$ cat config.mk
export PLATFORM = sky130hd
export DESIGN_NAME = stage_four_flat
export DESIGN_NICKNAME = d
export VERILOG_FILES = /design/src/rtl/stage_four_pkg.sv /design/src/rtl/stage_four_if.sv /design/src/rtl/stage_four_reg_file.sv /design/src/rtl/stage_four.sv /design/src/flat_wrapper.sv
export SDC_FILE = /design/constraint.sdc
export NUM_CORES = 1
export LEC_CHECK = 0
export BUFFER_PORTS_ARGS = -buffer_cell sky130_fd_sc_hd__buf_2
export CELL_PAD_IN_SITES_DETAIL_PLACEMENT = 0
export CELL_PAD_IN_SITES_GLOBAL_PLACEMENT = 2
export CORE_MARGIN = 5
export CORE_UTILIZATION = 25
export DETAILED_ROUTE_END_ITERATION = 10
export PLACE_DENSITY_LB_ADDON = 0.1
export SETUP_SLACK_MARGIN = 0.02
export SYNTH_ARGS = -nofsm -noshare
export SYNTH_HDL_FRONTEND = slang
export SYNTH_SLANG_ARGS = --single-unit
$ cat constraint.sdc
create_clock -name clk -period 2.5 [get_ports clk]
set_input_delay 0.25 -clock clk [delete_from_list [all_inputs] [get_ports clk]]
set_output_delay 0.25 -clock clk [all_outputs]
set_load 0.02 [all_outputs]
$ cat src/rtl/stage_four_pkg.sv
// Shared types for the write-back stage: instruction word, opcode and memory-control bundle.
package stage_four_pkg;

   localparam int REG_ADDR_W = 4;

   typedef logic [15:0] uword;

   localparam uword NOP_INSTR = 16'h0000;

   typedef enum logic [3:0] {
      OP_NOP = 4'h0,
      OP_ADD = 4'h1,
      OP_SUB = 4'h2,
      OP_MUL = 4'h3,
      OP_DIV = 4'h4,
      OP_LD  = 4'h5,
      OP_ST  = 4'h6,
      OP_BR  = 4'h7
   } opcode_t;

   typedef struct packed {
      logic regwr;
      logic mem_rd;
      logic mem_wr;
   } memc_t;

   // Destination register field of an instruction word.
   function automatic logic [REG_ADDR_W-1:0] dest_of(input uword instr);
      return instr[11:8];
   endfunction

endpackage

$ cat src/rtl/stage_four_if.sv
// Memory-stage to write-back bundle; the memory stage drives it, the write-back stage consumes it.
interface stage_four_if #(
   parameter int DATA_W = 16
);
   import stage_four_pkg::*;

   logic                  in_valid;
   logic [2*DATA_W-1:0]   data;
   memc_t                 memc;
   logic                  r0_en;
   uword                  instruction;

   modport master (output in_valid, data, memc, r0_en, instruction);
   modport slave  (input  in_valid, data, memc, r0_en, instruction);

endinterface

$ cat src/rtl/stage_four_reg_file.sv
// Architectural register file: two combinational read ports with same-cycle bypass,
// one general write port and a dedicated R0 high-half port that wins on conflict.
module reg_file
   import stage_four_pkg::*;
#(
   parameter int NUM_REGS = 16,
   parameter int DATA_W   = 16,
   localparam int AW      = $clog2(NUM_REGS)
) (
   input  logic              clk,
   input  logic              rst,
   input  logic [AW-1:0]     rd_addr_a_i,
   input  logic [AW-1:0]     rd_addr_b_i,
   output logic [DATA_W-1:0] rd_data_a_o,
   output logic [DATA_W-1:0] rd_data_b_o,
   input  logic              wr_en_i,
   input  logic [AW-1:0]     wr_addr_i,
   input  logic [DATA_W-1:0] wr_data_i,
   input  logic              hi_en_i,
   input  logic [DATA_W-1:0] hi_data_i
);

   logic [DATA_W-1:0] regs_q [NUM_REGS];

   always_ff @(posedge clk or negedge rst) begin
      if (!rst) begin
         for (int i = 0; i < NUM_REGS; i++) regs_q[i] <= '0;
      end else begin
         if (wr_en_i) regs_q[wr_addr_i] <= wr_data_i;
         // R0 high half is assigned last so it overrides a same-edge R0 destination write.
         if (hi_en_i) regs_q[0] <= hi_data_i;
      end
   end

   always_comb begin
      rd_data_a_o = regs_q[rd_addr_a_i];
      if (wr_en_i && (wr_addr_i == rd_addr_a_i)) rd_data_a_o = wr_data_i;
      if (hi_en_i && (rd_addr_a_i == '0))        rd_data_a_o = hi_data_i;

      rd_data_b_o = regs_q[rd_addr_b_i];
      if (wr_en_i && (wr_addr_i == rd_addr_b_i)) rd_data_b_o = wr_data_i;
      if (hi_en_i && (rd_addr_b_i == '0))        rd_data_b_o = hi_data_i;
   end

endmodule

$ cat src/rtl/stage_four.sv
// Write-back stage: MEM/WB pipeline register, write-back control and forwarding tap.
// Optional retired-instruction counter enabled by defining STAGE_FOUR_PERF_EN.
module stage_four
   import stage_four_pkg::*;
#(
   parameter int NUM_REGS = 16,
   parameter int DATA_W   = 16
) (
   input  logic                  clk,
   input  logic                  rst,
`ifdef STAGE_FOUR_PERF_EN
   output logic [31:0]           retired_count,
`endif
   stage_four_if.slave           mem_i,
   input  logic                  stall,
   input  logic                  flush,
   input  logic                  halt_sys,
   input  logic [REG_ADDR_W-1:0] rd_addr_a,
   input  logic [REG_ADDR_W-1:0] rd_addr_b,
   output logic [DATA_W-1:0]     rd_data_a,
   output logic [DATA_W-1:0]     rd_data_b,
   output logic                  wb_valid,
   output logic [REG_ADDR_W-1:0] wb_dest,
   output logic [DATA_W-1:0]     wb_data,
   output logic                  wb_r0_en,
   output logic [DATA_W-1:0]     wb_r0_data,
   output uword                  instruction_out
);

   logic                valid_q,   valid_d;
   logic [2*DATA_W-1:0] data_q,    data_d;
   logic                regwr_q,   regwr_d;
   logic                r0_en_q,   r0_en_d;
   uword                instr_q,   instr_d;
   logic                written_q, written_d;
   logic                commit;

   // An entry commits exactly once: on the first unhalted edge it spends in MEM/WB.
   assign commit = valid_q && !written_q && !halt_sys;

   always_comb begin
      valid_d   = valid_q;
      data_d    = data_q;
      regwr_d   = regwr_q;
      r0_en_d   = r0_en_q;
      instr_d   = instr_q;
      written_d = written_q;
      if (!halt_sys) begin
         if (commit) written_d = 1'b1;
         if (flush) begin
            valid_d = 1'b0;
            instr_d = NOP_INSTR;
         end else if (!stall) begin
            valid_d   = mem_i.in_valid;
            data_d    = mem_i.data;
            regwr_d   = mem_i.memc.regwr;
            r0_en_d   = mem_i.r0_en;
            instr_d   = mem_i.instruction;
            written_d = 1'b0;
         end
      end
   end

   always_ff @(posedge clk or negedge rst) begin
      if (!rst) begin
         valid_q   <= 1'b0;
         data_q    <= '0;
         regwr_q   <= 1'b0;
         r0_en_q   <= 1'b0;
         instr_q   <= NOP_INSTR;
         written_q <= 1'b0;
      end else begin
         valid_q   <= valid_d;
         data_q    <= data_d;
         regwr_q   <= regwr_d;
         r0_en_q   <= r0_en_d;
         instr_q   <= instr_d;
         written_q <= written_d;
      end
   end

   reg_file #(
      .NUM_REGS (NUM_REGS),
      .DATA_W   (DATA_W)
   ) u_reg_file (
      .clk         (clk),
      .rst         (rst),
      .rd_addr_a_i (rd_addr_a),
      .rd_addr_b_i (rd_addr_b),
      .rd_data_a_o (rd_data_a),
      .rd_data_b_o (rd_data_b),
      .wr_en_i     (commit && regwr_q),
      .wr_addr_i   (dest_of(instr_q)),
      .wr_data_i   (data_q[DATA_W-1:0]),
      .hi_en_i     (commit && r0_en_q),
      .hi_data_i   (data_q[2*DATA_W-1:DATA_W])
   );

   assign wb_valid        = valid_q && regwr_q && !written_q;
   assign wb_dest         = dest_of(instr_q);
   assign wb_data         = data_q[DATA_W-1:0];
   assign wb_r0_en        = valid_q && r0_en_q && !written_q;
   assign wb_r0_data      = data_q[2*DATA_W-1:DATA_W];
   assign instruction_out = instr_q;

`ifdef STAGE_FOUR_PERF_EN
   logic [31:0] retired_q;

   always_ff @(posedge clk or negedge rst) begin
      if (!rst)        retired_q <= '0;
      else if (commit) retired_q <= retired_q + 32'd1;
   end

   assign retired_count = retired_q;
`endif

endmodule

$ cat src/flat_wrapper.sv
// flat-port wrapper written by rule: the top's interface ports become plain ports
module stage_four_flat import stage_four_pkg::*;
#(
   parameter int NUM_REGS = 16,
   parameter int DATA_W   = 16
)
  (clk, rst, stall, flush, halt_sys, rd_addr_a, rd_addr_b, rd_data_a, rd_data_b, wb_valid, wb_dest, wb_data, wb_r0_en, wb_r0_data, instruction_out, mem_i_in_valid, mem_i_data, mem_i_memc, mem_i_r0_en, mem_i_instruction);
  stage_four_if #(.DATA_W(DATA_W)) mem_i_i ();
  input  logic clk;
  input  logic rst;
  input  logic stall;
  input  logic flush;
  input  logic halt_sys;
  input  logic [REG_ADDR_W-1:0] rd_addr_a;
  input  logic [REG_ADDR_W-1:0] rd_addr_b;
  output logic [DATA_W-1:0] rd_data_a;
  output logic [DATA_W-1:0] rd_data_b;
  output logic wb_valid;
  output logic [REG_ADDR_W-1:0] wb_dest;
  output logic [DATA_W-1:0] wb_data;
  output logic wb_r0_en;
  output logic [DATA_W-1:0] wb_r0_data;
  output uword instruction_out;
  input wire logic [$bits(mem_i_i.in_valid)-1:0] mem_i_in_valid;
  input wire logic [$bits(mem_i_i.data)-1:0] mem_i_data;
  input wire logic [$bits(mem_i_i.memc)-1:0] mem_i_memc;
  input wire logic [$bits(mem_i_i.r0_en)-1:0] mem_i_r0_en;
  input wire logic [$bits(mem_i_i.instruction)-1:0] mem_i_instruction;
  assign mem_i_i.in_valid = mem_i_in_valid;
  assign mem_i_i.data = mem_i_data;
  assign mem_i_i.memc = mem_i_memc;
  assign mem_i_i.r0_en = mem_i_r0_en;
  assign mem_i_i.instruction = mem_i_instruction;
  stage_four #(.NUM_REGS(NUM_REGS), .DATA_W(DATA_W)) u_core (.clk(clk), .rst(rst), .mem_i(mem_i_i), .stall(stall), .flush(flush), .halt_sys(halt_sys), .rd_addr_a(rd_addr_a), .rd_addr_b(rd_addr_b), .rd_data_a(rd_data_a), .rd_data_b(rd_data_b), .wb_valid(wb_valid), .wb_dest(wb_dest), .wb_data(wb_data), .wb_r0_en(wb_r0_en), .wb_r0_data(wb_r0_data), .instruction_out(instruction_out));
endmodule
==> flow_metrics.env, run 1 <==
export IMPL_outcome="finished, violations left"
export IMPL_violations="negative setup slack"
export IMPL_synth_nets=1361
export IMPL_ys_warn_count=0
export IMPL_synth_edf_count=0
export IMPL_fmax_ghz=0.352
export IMPL_die_h_um=269
export IMPL_whs_ns=0.0976
export IMPL_hold_path_end="u_core.written_q"
export IMPL_crit_path_start_kind="register"
export IMPL_fill_cells=6692
export IMPL_synth_area_leaders="dfrtp_1, mux2_2, mux2i_1"
export IMPL_crit_family="buffers and inverters"
export IMPL_max_stage_delay_ns=0.46
export IMPL_drive_above_1_share=0.503
export IMPL_finalWirelength_mm=66.3
export IMPL_setup_ws_ns=-0.340
export IMPL_io_buffers=149
export IMPL_clockRootBuffer="clkbuf_16"
export IMPL_hpwlAfterDp_mm=45.4
export IMPL_maxSlewViolCount=0
export IMPL_yosysTopAreaCell="dfrtp_1"
export IMPL_synth_area_mm2=0.0167
export IMPL_cts_buffers=40
export IMPL_area_delta_synth_final_pct=32.1
export IMPL_yosys_top_cells_count="dfrtp_1, mux2_2, mux2i_1"
export IMPL_row_count=94
export IMPL_holdPathStages=4
export IMPL_path_max_fanout=7
export IMPL_yosys_cell_types_count=42
export IMPL_synth_seq_cells=308
export IMPL_placed_cell_area_mm2=0.0195
export IMPL_skew_ns=0.0168
export IMPL_first_global_vias=13500
export IMPL_slew_headroom=0.464
export IMPL_setup_violations=32
export IMPL_antenna_found_initial=0
export IMPL_pwr_density_cell_mw_per_mm2=630
export IMPL_arrival_ns=2.59
export IMPL_hold_path_class="in2reg"
export IMPL_ys_seq_area_frac=0.460
export IMPL_gp_congestion=0.766
export IMPL_tightest_slew_ns=0.804
export IMPL_ir_drop_v=0.000443
export IMPL_grt_first_pass_wirelength_mm=96.3
export IMPL_worstReg2RegEnd="u_core.u_reg_file.regs_q[127]"
export IMPL_yosysMostFrequentCell="dfrtp_1"
export IMPL_design_area_mm2=0.0221
export IMPL_overflow=0
export IMPL_hold_violations=0
export IMPL_htreeDepth=2
export IMPL_clkLatencyLatePin_ns=0.56
export IMPL_p_leak_nw=10.2
export IMPL_cp_num_buf_inv=4
export IMPL_cp_end_kind="output port"
export IMPL_synth_top_area_share=0.460
export IMPL_rsz0062_at_grt="true"
export IMPL_path_clk_slew_ns=0.06
export IMPL_ios=152
export IMPL_maxCapViolCount=0
export IMPL_start_util=0.253
export IMPL_via_per_inst=4.97
export IMPL_cp_required_ns=2.25
export IMPL_clockBufferDepth=3
export IMPL_core_area_mm2=0.0661
export IMPL_wl_per_cell_um=26.9
export IMPL_dr_pass1_iters=4
export IMPL_reg2regPathDepth=5
export IMPL_avgSynthCellArea_um2=12.9
export IMPL_track_usage=0.184
export IMPL_utilization=0.335
export IMPL_cpMostUsedCell="buf_12"
export IMPL_grt_max_degree=75
export IMPL_post_route_period_util=1.14
export IMPL_r2r_start="u_core.written_q"
export IMPL_hold_path_startpoint="halt_sys"
export IMPL_min_period_ns=2.84
export IMPL_die_x_um=269
export IMPL_clock_sinks=308
export IMPL_async_flop_share=1.00
export IMPL_drt_iter0_markers=659
export IMPL_cts_tree="done"
export IMPL_cp_slowest_cell="dfrtp_2"
export IMPL_drc_errors=0
export IMPL_netlist_instances=1295
export IMPL_final_nets=1646
export IMPL_criticalPathCategory="reg2out"
export IMPL_design_die_area_mm2=0.0723
export IMPL_vias=12300
export IMPL_r2r_slack_ns=0.31
export IMPL_synthFlopType="dfrtp_1"
export IMPL_crit_chain="xor2_2, nor4_2, buf_4, nand2_4, buf_12, buf_12, and3_4, o31ai_4, buf_6"
export IMPL_final_antenna_net_count=0
## area by class of cell
type / instances / area, um^2 / area share
Multi-Input combinational cell: 850 / 8770 / 0.396
Inverter: 4 / 15.0 / 0.000679
Clock buffer: 57 / 1170 / 0.0527
Clock inverter: 7 / 67.6 / 0.00305
Sequential cell: 308 / 7710 / 0.349
Tap cell: 864 / 1080 / 0.0489
Antenna cell: 1 / 2.50 / 0.000113
Timing Repair Buffer: 376 / 3310 / 0.150
## cells in the final DEF (no fill, tap or decap), drive strengths merged
master,instances
nand2,74
and3,30
and2,5
buf,324
nor4,2
nand3,4
dlygate4sd3,52
diode,1
or3b,4
a41o,1
inv,6
o31ai,30
bufinv,1
mux2,274
nor3,3
a32o,2
mux4,64
nor2b,7
and4bb,1
and3b,2
a211oi,30
dfrtp,308
nor2,56
a22o,17
o21ai,1
clkinv,4
or3,2
mux2i,144
xor2,8
clkbuf,57
nand3b,4
o22ai,64
a21oi,19
nand4,2
## routing by layer
metal  global-route usage  part of all wire  vias to the layer above
li1                     -                 -                     5431
met1                0.239              0.44                     6518
met2                0.318              0.50                      195
met3               0.0231             0.026                      108
met4               0.0623             0.035                        0
met5                    0                 0                        -
## cells by family after synthesis
group                     share of synthesized area
muxes                                         0.356
DFF                                           0.460
and+or+nand+nor                              0.0606
AOI/OAI and AO/OA                            0.0729
buffers and inverters                        0.0457
xor gates and xnor gates                    0.00418
## worst register-to-register path, delay by kind of cell (launching register included)
kind / cells / cell delay, ns
mux: 1 / 0.40
buf+inv: 1 / 0.37
simple gates: 3 / 0.91
flops: 1 / 0.39
## where the power goes
part,internal (mW),total (mW),switching (mW)
registers,5.39,5.92,0.527
clock network,3.31,5.60,2.29
logic,1.07,2.41,1.34
total,9.78,13.9,4.16
## flip-flops by register name, indices dropped and copies added, names as in the netlist
name and cells:
u_core.data_q 32, u_core.instruction_out 16, u_core.r0_en_q 1, u_core.regwr_q 1, u_core.u_reg_file.regs_q 256, u_core.valid_q 1
u_core.written_q 1
## worst max path at each step
stage | startpoint | to | cells after the start
final | u_core.instruction_out[8] | rd_data_b[12] | 9
after global routing | u_core.instruction_out[8] | rd_data_b[12] | 9
after CTS | u_core.instruction_out[10] | rd_data_b[12] | 9
after detailed placement | rd_addr_a[0] | rd_data_a[7] | 8
after global placement | rd_addr_a[0] | rd_data_a[7] | 8
after floorplan | u_core.instruction_out[9] | rd_data_a[0] | 7
## stage by stage
stage / cells / setup slack [ns] / TNS (ns) / total power, mW
after detailed placement: 2334 / -0.103 / -0.222 / 8.29
after floorplan: 1295 / 0.121 / 0 / 7.11
after global routing: 2466 / -0.425 / -11.22 / 14.6
final: 2467 / -0.340 / -8.03 / 13.9
after CTS: 2461 / -0.399 / -10.84 / 14.2
after global placement: 2334 / -0.120 / -0.252 / 8.26
## what timing repair did
action | 4_1_cts | 5_1_grt
hold endpoints to repair | 99 | 0
pin swaps | 35 | 15
gates resized for setup | 110 | 61
buffers inserted | 9 | 5
endpoints found under the setup margin | 32 | 32
gates cloned | 2 | 0
hold buffers | 52 | 0
(Power assumes the default switching activity.)
==> inputs of run 2 (changes only) <==
--- a/config.mk
+++ b/config.mk
@@ -11,6 +11,7 @@
 export CORE_MARGIN = 5
 export CORE_UTILIZATION = 25
 export DETAILED_ROUTE_END_ITERATION = 10
+export GPL_TIMING_DRIVEN = 0
 export PLACE_DENSITY_LB_ADDON = 0.1
 export SETUP_SLACK_MARGIN = 0.02
 export SYNTH_ARGS = -nofsm -noshare
==> run 2 against run 1 <==
The run still ends with negative setup slack left. Setup slack got worse by 0.022 ns. Total power decreased by 0.73%. Cell count decreased by 0.57%. First-iteration DRC count decreased by 12%. Clock power decreased by 3%. Cell area decreased by 2.9%. Die area unchanged. Utilization decreased by 0.98 points. Register-to-register slack got worse by 0.19 ns. Combinational power increased by 6%. Count of clock-buffer cells in the layout increased by 5. Critical path depth decreased by 1. Largest cell class unchanged. Highest routed layer unchanged.
==> flow_metrics.env, run 2 (synthesis gave the netlist of run 1 again) <==
export IMPL_clock_sinks=308
export IMPL_vias=12200
export IMPL_clkLatencyLatePin_ns=0.57
export IMPL_drive_above_1_share=0.473
export IMPL_via_per_inst=4.97
export IMPL_finalSetupTns_ns=-8.27
export IMPL_row_count=94
export IMPL_max_stage_delay_ns=0.39
export IMPL_path_max_fanout=6
export IMPL_fill_cells=6702
export IMPL_setup_ws_ns=-0.362
export IMPL_diodes=0
export IMPL_p_leak_nw=9.84
export IMPL_start_util=0.253
export IMPL_maxCapViolCount=0
export IMPL_outcome="finished, violations left"
export IMPL_post_route_period_util=1.14
export IMPL_gp_congestion=0.800
export IMPL_die_x_um=269
export IMPL_skew_ns=0.0202
export IMPL_track_usage=0.184
export IMPL_cp_required_ns=2.25
export IMPL_cpMostUsedCell="buf_6"
export IMPL_clockRootBuffer="clkbuf_16"
export IMPL_grt_max_degree=107
export IMPL_die_h_um=269
export IMPL_layout_common_cells="dfrtp_1, mux2_2, mux2i_1"
export IMPL_ir_drop_v=0.000403
export IMPL_fmax_ghz=0.349
export IMPL_cp_num_buf_inv=3
export IMPL_drc_errors=0
export IMPL_grt_first_pass_wirelength_mm=95.7
export IMPL_ios=152
export IMPL_tightest_slew_ns=0.950
export IMPL_crit_path_start_kind="register"
export IMPL_wl_per_cell_um=27.2
export IMPL_antenna_found_initial=2
export IMPL_crit_family="simple AND/OR/NAND/NOR gates"
export IMPL_cp_end_kind="output port"
export IMPL_dr_pass1_iters=5
export IMPL_criticalPathCategory="reg2out"
export IMPL_violations="negative setup slack"
export IMPL_pwr_density_cell_mw_per_mm2=644
export IMPL_final_antenna_net_count=0
export IMPL_area_delta_synth_final_pct=28.2
export IMPL_overflow=0
export IMPL_hold_violations=0
export IMPL_placed_cell_area_mm2=0.0186
export IMPL_slew_headroom=0.367
export IMPL_rsz0062_at_grt="true"
export IMPL_core_area_mm2=0.0661
export IMPL_io_buffers=145
export IMPL_htreeDepth=2
export IMPL_arrival_ns=2.61
export IMPL_top_register="u_core.u_reg_file.regs_q"
export IMPL_min_period_ns=2.86
export IMPL_finalWirelength_mm=66.8
export IMPL_cts_tree="done"
export IMPL_dpl_worst_slack_ns=-0.809
export IMPL_path_clk_slew_ns=0.06
export IMPL_design_die_area_mm2=0.0723
export IMPL_finalPower_mw=13.8
export IMPL_crit_chain="buf_6, xor2_1, nor4_2, nand2_2, clkbuf_8, and3_4, o31ai_4, buf_6"
export IMPL_setup_violations=32
export IMPL_maxSlewViolCount=0
export IMPL_first_global_vias=13100
export IMPL_hpwlAfterDp_mm=49.1
export IMPL_cp_slowest_cell="dfrtp_1"
export IMPL_largest_reg_flops=256
export IMPL_cts_buffers=40
export IMPL_clockBufferDepth=3
export IMPL_final_nets=1631
export IMPL_hold_path_class="in2reg"
export IMPL_layout_commonest_cell="dfrtp_1"
export IMPL_design_area_mm2=0.0215
export IMPL_multi_input_area_mm2=0.00883
export IMPL_drt_iter0_markers=579
export IMPL_final_seq_area_mm2=0.00771
run 2: worst reg2reg max path, cell delays in order, from the launching register on:
cell,delay (ns)
dfrtp_1,0.40
and4bb_4,0.48
nand3_1,0.26
nor2b_1,0.17
buf_2,0.27
buf_4,0.30
mux2_2,0.38
run 2: what timing repair did:
action | 4_1_cts | 5_1_grt
hold buffers | 52 | 0
endpoints found under the hold margin | 262 | 0
resized for setup | 201 | 16
pin swaps | 43 | 6
setup endpoints to repair | 32 | 41
cloned | 2 | 0
buffers inserted | 22 | 6
run 2: final timing paths:
path | from | slack [ns] | cells past startpoint | to
setup / recovery | u_core.instruction_out[11] | -0.36 | 8 | rd_data_b[10]
hold / removal | halt_sys | 0.07 | 4 | u_core.written_q
setup reg to reg | u_core.written_q | 0.12 | 6 | u_core.u_reg_file.regs_q[122]
hold reg to reg | u_core.instruction_out[4] | 0.50 | 1 | u_core.instruction_out[4]
max in group asynchronous | rst | 1.14 | 4 | u_core.u_reg_file.regs_q[160]
min in group asynchronous | rst | 0.09 | 2 | u_core.data_q[26]
run 2: per-layer routing:
layer	global-route usage	wire length [um]	up-vias
met4	0.0584	2130	0
met5	0	0	-
met1	0.242	29700	6487
met2	0.316	32800	233
li1	-	-	5379
met3	0.0239	2190	89
run 2: metrics by stage:
| step | hold WS, ns | std cells | util |
|---|---|---|---|
| after floorplan | -0.0456 | 1295 | - |
| after global placement | 0.470 | 2304 | 0.281 |
| after detailed placement | 0.0689 | 2307 | 0.282 |
| after CTS | 0.0458 | 2447 | 0.323 |
| after global routing | 0.0819 | 2453 | 0.325 |
| final | 0.0730 | 2453 | 0.325 |
run 2: cell type report:
type / instances / share of cell area
plain buffers: 133 / 0.0430
clock buffers: 62 / 0.0538
clock inverters: 4 / 0.00111
inverters: 4 / 0.000699
multi-input cells: 850 / 0.411
flip-flops and latches: 308 / 0.359
well taps: 864 / 0.0503
repair buffers: 228 / 0.0808
run 2: power breakdown:
part,switching (mW),internal (mW)
Clock,2.31,3.15
Sequential,0.437,5.39
Combinational,1.53,1.02
Total,4.27,9.56
